===== src/rtl/alarm_controller.sv =====
// -----------------------------------------------------------------------------
// alarm_controller
//
// Alarm-clock sequencer. It watches the current time against the alarm time
// and rings on the first cycle of a matching minute. It supports a limited
// number of snoozes per alarm event and can optionally stop ringing by itself
// after a timeout.
//
// Parameters:
//   SNOOZE_SEC        snooze duration, in i_Sec_Tick pulses
//   RING_TIMEOUT_SEC  ring auto-stop duration, in i_Sec_Tick pulses
//   MAX_SNOOZE        maximum snoozes per alarm event (must fit in 2 bits)
//
// Optional feature macro:
//   ALARM_CTRL_AUTO_STOP_EN  when defined, RINGING returns to ARMED after
//                            RING_TIMEOUT_SEC ticks. When undefined, the ring
//                            timer is not built, and RINGING lasts until stop,
//                            snooze or disable.
//
// Ports:
//   i_Clk           system clock, rising edge
//   i_Rst_L         asynchronous active-low reset
//   i_Sec_Tick      one-cycle pulse per second
//   i_Cur_Hour/Min  current time (0-23 / 0-59)
//   i_Alarm_Hour/Min alarm time (0-23 / 0-59)
//   i_Alarm_Enable  level, alarm armed while high
//   i_Snooze        one-cycle snooze request
//   i_Stop          one-cycle stop request
//   o_Alarm_On      registered, high while ringing
//   o_State         IDLE=0, ARMED=1, RINGING=2, SNOOZE=3
//   o_Snooze_Cnt    snoozes used in the current alarm event
// -----------------------------------------------------------------------------
module alarm_controller #(
  parameter int SNOOZE_SEC       = 540,
  parameter int RING_TIMEOUT_SEC = 300,
  parameter int MAX_SNOOZE       = 3
) (
  input  logic       i_Clk,
  input  logic       i_Rst_L,
  input  logic       i_Sec_Tick,
  input  logic [4:0] i_Cur_Hour,
  input  logic [5:0] i_Cur_Min,
  input  logic [4:0] i_Alarm_Hour,
  input  logic [5:0] i_Alarm_Min,
  input  logic       i_Alarm_Enable,
  input  logic       i_Snooze,
  input  logic       i_Stop,
  output logic       o_Alarm_On,
  output logic [1:0] o_State,
  output logic [1:0] o_Snooze_Cnt
);

  localparam int SNZ_W = $clog2(SNOOZE_SEC + 1);
  localparam logic [SNZ_W-1:0] SNZ_LOAD = SNZ_W'(SNOOZE_SEC);
  localparam logic [1:0]       CNT_MAX  = 2'(MAX_SNOOZE);

  typedef enum logic [1:0] {
    IDLE    = 2'd0,
    ARMED   = 2'd1,
    RINGING = 2'd2,
    SNOOZE  = 2'd3
  } state_t;

  state_t           state_reg, state_next;
  logic             match_reg;
  logic [SNZ_W-1:0] snz_timer_reg, snz_timer_next;
  logic [1:0]       snz_cnt_reg, snz_cnt_next;
  logic             alarm_on_reg;

`ifdef ALARM_CTRL_AUTO_STOP_EN
  localparam int RING_W = $clog2(RING_TIMEOUT_SEC + 1);
  // Ring timer value at which the next tick completes the timeout.
  localparam logic [RING_W-1:0] RING_LAST = RING_W'(RING_TIMEOUT_SEC - 1);
  logic [RING_W-1:0] ring_timer_reg, ring_timer_next;
`endif

  logic match;
  logic match_rise;

  assign match      = (i_Cur_Hour == i_Alarm_Hour) && (i_Cur_Min == i_Alarm_Min);
  // Only the first cycle of a matching minute triggers the alarm.
  assign match_rise = match && !match_reg;

  // Next-state logic. The priority order is: disable, stop, snooze,
  // ring timeout, snooze expiry, match edge.
  always_comb begin
    state_next     = state_reg;
    snz_timer_next = snz_timer_reg;
    snz_cnt_next   = snz_cnt_reg;
`ifdef ALARM_CTRL_AUTO_STOP_EN
    ring_timer_next = ring_timer_reg;
`endif

    if (!i_Alarm_Enable) begin
      state_next     = IDLE;
      snz_timer_next = '0;
      snz_cnt_next   = '0;
`ifdef ALARM_CTRL_AUTO_STOP_EN
      ring_timer_next = '0;
`endif
    end else begin
      case (state_reg)
        IDLE: state_next = ARMED;

        ARMED: begin
          if (match_rise) begin
            state_next     = RINGING;
            snz_timer_next = '0;
`ifdef ALARM_CTRL_AUTO_STOP_EN
            ring_timer_next = '0;
`endif
          end
        end

        RINGING: begin
          if (i_Stop) begin
            state_next   = ARMED;
            snz_cnt_next = '0;
          end else if (i_Snooze && (snz_cnt_reg < CNT_MAX)) begin
            state_next     = SNOOZE;
            snz_timer_next = SNZ_LOAD;
            snz_cnt_next   = snz_cnt_reg + 2'd1;
          end
`ifdef ALARM_CTRL_AUTO_STOP_EN
          else if (i_Sec_Tick) begin
            if (ring_timer_reg >= RING_LAST) begin
              state_next      = ARMED;
              snz_cnt_next    = '0;
              ring_timer_next = '0;
            end else begin
              ring_timer_next = ring_timer_reg + 1'b1;
            end
          end
`endif
        end

        SNOOZE: begin
          if (i_Stop) begin
            state_next     = ARMED;
            snz_cnt_next   = '0;
            snz_timer_next = '0;
          end else if (i_Sec_Tick) begin
            if (snz_timer_reg == SNZ_W'(1)) begin
              state_next     = RINGING;
              snz_timer_next = '0;
`ifdef ALARM_CTRL_AUTO_STOP_EN
              ring_timer_next = '0;
`endif
            end else if (snz_timer_reg != '0) begin
              snz_timer_next = snz_timer_reg - 1'b1;
            end
          end
        end

        default: state_next = IDLE;
      endcase
    end
  end

  // The match register resets to 1, so a time that already matches when
  // reset is released is not seen as a new edge.
  always_ff @(posedge i_Clk or negedge i_Rst_L) begin
    if (!i_Rst_L) begin
      state_reg     <= IDLE;
      match_reg     <= 1'b1;
      snz_timer_reg <= '0;
      snz_cnt_reg   <= '0;
      alarm_on_reg  <= 1'b0;
`ifdef ALARM_CTRL_AUTO_STOP_EN
      ring_timer_reg <= '0;
`endif
    end else begin
      state_reg     <= state_next;
      match_reg     <= match;
      snz_timer_reg <= snz_timer_next;
      snz_cnt_reg   <= snz_cnt_next;
      alarm_on_reg  <= (state_next == RINGING);
`ifdef ALARM_CTRL_AUTO_STOP_EN
      ring_timer_reg <= ring_timer_next;
`endif
    end
  end

  assign o_Alarm_On   = alarm_on_reg;
  assign o_State      = state_reg;
  assign o_Snooze_Cnt = snz_cnt_reg;

endmodule


===== config.mk =====
export PLATFORM = sky130hd
export DESIGN_NAME = alarm_controller
export DESIGN_NICKNAME = d
export VERILOG_FILES = /design/src/rtl/alarm_controller.sv
export SDC_FILE = /design/constraint.sdc
export NUM_CORES = 1
export LEC_CHECK = 0
export ABC_AREA = 1
export BUFFER_PORTS_ARGS = -buffer_cell sky130_fd_sc_hd__buf_2
export CORE_MARGIN = 8
export CORE_UTILIZATION = 45
export CTS_CLUSTER_SIZE = 28
export DETAILED_ROUTE_END_ITERATION = 16
export GPL_TIMING_DRIVEN = 0
export PLACE_DENSITY = 0.74
export SETUP_SLACK_MARGIN = 0.15
export SYNTH_ARGS = -nofsm -noshare
export SYNTH_HDL_FRONTEND = slang
export SYNTH_SLANG_ARGS = --single-unit

===== constraint.sdc =====
create_clock -name i_Clk -period 1.7 [get_ports i_Clk]
set_clock_uncertainty 0.1 [all_clocks]
set_input_delay 0.17 -clock i_Clk [delete_from_list [all_inputs] [get_ports i_Clk]]
set_output_delay 0.17 -clock i_Clk [all_outputs]
set_load 0.02 [all_outputs]

After elaboration in Yosys (flattened, before gate mapping)
Cells that the tools add are included.
{"block": "word_totals", "register_bits": 16, "inputBits": 28, "output_inout_bits": 5}
{"block": "classes", "add_sub_neg": 2, "order_cmp": 1, "n_eq_ne": 16, "n_mux": 22, "n_reduce_logical": 8}
{"op": "2-to-1 mux 10 bit", "n": 8}
{"op": "case mux 10 bit (3 select lines)", "n": 1}
{"op": "2-to-1 mux 2 bit", "n": 11}
{"op": "inequality test 3 bit, second input constant", "n": 4}
{"op": "equality test 10 x 1 -> 1 bit, second input constant", "n": 1}
{"op": "nonzero test 10 bit", "n": 1}
{"op": "subtractor 10 x 1 -> 10 bit, second input constant", "n": 1}
{"op": "inequality test 4 bit, second input constant", "n": 2}
{"op": "case mux 2 bit (4 select lines)", "n": 1}
{"op": "equality test 2 bit, second input constant", "n": 3}
{"op": "equality test 6 bit", "n": 1}
{"op": "AND reduction 6 bit", "n": 1}
{"op": "equality test 5 bit", "n": 1}
{"op": "inequality test 5 bit, second input constant", "n": 1}
{"op": "inequality test 4 x 1 -> 1 bit, second input constant", "n": 1}
{"op": "case mux 2 bit (2 select lines)", "n": 1}
{"op": "logical AND 1 bit", "n": 3}
{"op": "inequality test 3 x 1 -> 1 bit, second input constant", "n": 1}
{"op": "AND reduction 3 bit", "n": 1}
{"op": "adder 2 x 1 -> 2 bit, second input constant", "n": 1}
{"op": "equality test 2 x 1 -> 1 bit, second input constant", "n": 1}
{"op": "logical NOT 2 bit", "n": 1}
{"op": "< comparator 2 bit, second input constant", "n": 1}
{"op": "logical NOT 1 bit", "n": 1}

Longest topological paths before layout
{"block": "logic_depth", "depth_word": 7, "ltp_mapped": 11, "depth_no_buf": 11}

Worst setup path before layout
Ideal clock, no wire load.
{"block": "synth_path", "path_kind": "register to register", "startpoint": "register snz_cnt_reg[0] (netlist: o_Snooze_Cnt[0])", "endpoint": "register snz_timer_reg[9]", "setup_time_ns": 0.065, "arrival_time_ns": 1.446, "required_ns": 1.535, "setup_slack_ns": 0.089, "stages_incl_launch_ff": 10, "synth_period_minus_slack_ns": 1.611, "cell_sequence": "dfrtp_1 > ha_1 > inv_1 > nand2_1 > o21ai_1 > o211ai_2 > nor2_2 > buf_4 > nand4_1 > nand2_1"}
{"block": "synth_via", "elab_chain_cells": 4}
{"element": "start, declared", "line": "67", "text": "logic [1:0] snz_cnt_reg, snz_cnt_next;"}
{"element": "start signal, assigned", "line": "176", "text": "snz_cnt_reg <= snz_cnt_next;"}
{"element": "< comparator 2 bit", "line": "119", "text": "end else if (i_Snooze && (snz_cnt_reg < CNT_MAX)) begin"}
{"element": "logical AND 1 bit", "line": "119"}
{"element": "inequality test 3 bit (no source line)"}
{"element": "AND reduction 6 bit (no source line)"}
{"element": "end signal, assigned", "line": "175", "text": "snz_timer_reg <= snz_timer_next;"}
{"element": "end, declared", "line": "66", "text": "logic [SNZ_W-1:0] snz_timer_reg, snz_timer_next;"}
Every way passes these cells.
A chain may end at the register's enable or synchronous reset.

Worst setup path in the final report
{"block": "layout_path", "startpoint": "register snz_cnt_reg[0] (netlist: o_Snooze_Cnt[0])", "endpoint": "register snz_timer_reg[3]"}
Same word-level chain as after synthesis.

==> flow_summary.toml <==
[status]
status = "finished clean"

[clock_tree]
clockRootBuffer = "clkbuf_4"
clk_latency_ns = 0.29
clkTransAtPathRegs_ns = 0.09
ctsLongestPathBuffers = 2
cts_tree = "done"
cts.sinks = 16
htreeDepth = 1
cts_made_buffers = 3

[sta]
finalSetupViolations = 0
worstMarginPinSlew_ns = 0.431
min_period_ns = 1.59
worst_slack_ns = 0.110
finalSetupTns_ns = 0
finalCritPeriodShare_pct = 93.5
drv_slew = 0
rsz0062_at_grt = "true"
slew_headroom_pct = 71.3
hold_viol = 0
whs_ns = 0.0450
timing.fmax_mhz = 629

[synthesis]
synth_top_family_by_area = "simple AND/OR/NAND/NOR gates"
synthCells = 219
synth_mux_area_share_pct = 0
yosys_most_used_dff = "dfrtp_1"
synth-edff-count = 0
synthAdderAreaFrac_pct = 3.66
synth-async-reset-ratio_pct = 100
yosys_warnings = 0
ys_seq_elements = 16
synth.distinct_cells = 27
synthXorXnorAreaFrac_pct = 3.20
syn_area_sq_um = 1370
yosys.area_share.simple_pct = 44.5
syn-mean-instance-area_sq_um = 6.24
ys_seq_area_share_pct = 29.4
synth_compound_area_share_pct = 6.86
synth_nets = 251

[power_and_ir_drop]
powerDensity_nw_per_um2 = 445
cellLeakagePower_nw = 1.01
ir_worst_vdd_mv = 0.216

[place]
dpl.hpwl_um = 2730
io_buffer_count = 32
gp_congestion = 0.888
place_area_sq_um = 1580
post-place-ws_ns = 0.0437

[critical_path]
cpPeakStageDelay_ns = 0.43
crit_arrival_ns = 1.71
cp_max_fo = 5
reg2reg_depth = 9
crit_path_top_delay_cell = "dfrtp_2"
startpoint_type = "flip-flop"
crit_type = "reg2reg"
cp.required_ns = 1.83
crit_chain = "ha_4, inv_2, nand2_2, o21ai_2, o211ai_2, nor2_4, buf_6, nand4_1, nand2_1"
end_kind = "flip-flop"

[floorplanning]
dieArea_sq_um = 5060
io_pins = 33
die_y_um = 71.1
rows = 20
die_width_um = 71.1
start_util_pct = 45.9
core_area_sq_um = 2980

[finish]
syn2layout_area_growth_pct = 33.9
fin_area_sq_um = 1830
largest_reg_flops = 10
multiInputGateArea_sq_um = 928
seq_area_sq_um = 408
drive_gt1_share_pct = 35.5
fillers = 288
diodes = 0
fin_nets = 298

[route]
drtPass1Iterations = 4
routed_wl_um = 3710
ant_nets = 0
drt_iter0_markers = 112
via_per_inst = 5.10
avgRoutedWirePerCell_um = 12.5
via_count = 1520
drc = 0

[global_route]
antenna_found_initial = 0
grt_max_degree = 17
grt_pass1_vias = 1473
grt_pass1_wl_um = 6300
grt_usage_pct = 14.9
grt_overflow = 0

[worst_hold_path]
min_path_cells = 4
hold_path.class = "in2reg"

[flow_run]
drv_cap = 0
==> final timing paths <==
path                                        from  slack (ns)                to
worst max register to register   o_Snooze_Cnt[0]        0.11  snz_timer_reg[3]
min in group asynchronous                i_Rst_L        0.22        o_Alarm_On
worst min-delay path                i_Cur_Min[1]        0.05         match_reg
worst min register to register  snz_timer_reg[5]        0.49  snz_timer_reg[5]
max in group asynchronous                i_Rst_L        0.97         match_reg
worst max-delay path             o_Snooze_Cnt[0]        0.11  snz_timer_reg[3]
==> stage by stage <==
| stage | std cells | total power [mW] | utilization, % |
|---|---|---|---|
| after floorplan | 219 | 0.482 | - |
| after detailed placement | 284 | 0.548 | 53.2 |
| after global placement | 284 | 0.546 | 53.2 |
| after CTS | 297 | 0.816 | 58.1 |
| after global routing | 298 | 0.860 | 61.5 |
| final | 298 | 0.815 | 61.5 |
==> cells in the mapped netlist (3+ instances only) <==
master   number  area share [%]
a21oi_1       4             1.5
dfrtp_1      15              27
ha_1          4             3.7
inv_1        36             9.9
inv_2         3            0.82
nand2_1      54              15
nand2_2       4             1.8
nand3_1      24             8.8
nand4_1      14             6.4
nor2_1       31             8.5
nor2_2        4             1.8
o21ai_0       8             2.9
xnor2_1       4             2.6
==> cell usage in the layout (no fill, tap or decap), types with 2 or more instances in the layout <==
cell      count
o21ai_2       2
buf_4         8
buf_6         2
dfrtp_2       5
xnor2_1       4
nor2_1       23
ha_4          3
nand2_2       7
nand3_2       2
nor2_4        3
o21ai_0       5
nand3_1      22
clkbuf_4      4
nand2_1      50
nand4_1      14
o21ai_1       2
inv_1        32
buf_2        33
a21oi_1       3
dfrtp_1      10
inv_2         6
nor2_2        9
==> repair_timing <==
item | CTS | global route
buffers inserted | 7 | 1
endpoints found under the setup margin | 11 | 14
gates resized for setup | 16 | 25
pin swaps | 4 | 5
hold buffers | 1 | 0
cloned | 1 | 0
hold endpoints to repair | 16 | 0
==> per-layer routing <==
metal / vias up / share of wire, % / global-route usage, %
li1: 791 / - / -
met1: 669 / 44 / 18.9
met5: - / 0 / 0
met3: 5 / 6.4 / 2.68
met2: 55 / 48 / 24.8
met4: 0 / 1.2 / 4.85
==> worst max-delay path: cells and delay by family (launching register included) <==
family	cells	cell delay (ns)
flip-flops	1	0.43
AND/OR/NAND/NOR	4	0.41
AO/OA/AOI/OAI	2	0.24
buffers and inverters	2	0.18
adder cells (fa/ha/maj)	1	0.16
==> cells by family after synthesis <==
logic type      after synthesis
xor+xnor                      5
fa+ha+maj                     4
simple gates                135
compound gates               16
flops                        16
buf+inv                      43
==> power by group <==
part | internal (mW) | total (mW) | switching [mW] | leakage (nW)
Sequential | 0.387 | 0.392 | 0.00538 | 0.208
Clock | 0.130 | 0.250 | 0.119 | 0.0210
Combinational | 0.0747 | 0.172 | 0.0976 | 0.785
==> layout make-up <==
cell class | count | share of cell area, %
repair buffers | 42 | 13.2
well taps | 33 | 2.25
multi-input cells | 160 | 50.7
flip-flops and latches | 16 | 22.3
plain buffers | 4 | 1.50
inverters | 39 | 8.13
clock buffers | 4 | 1.98
(Power assumes the default switching activity.)
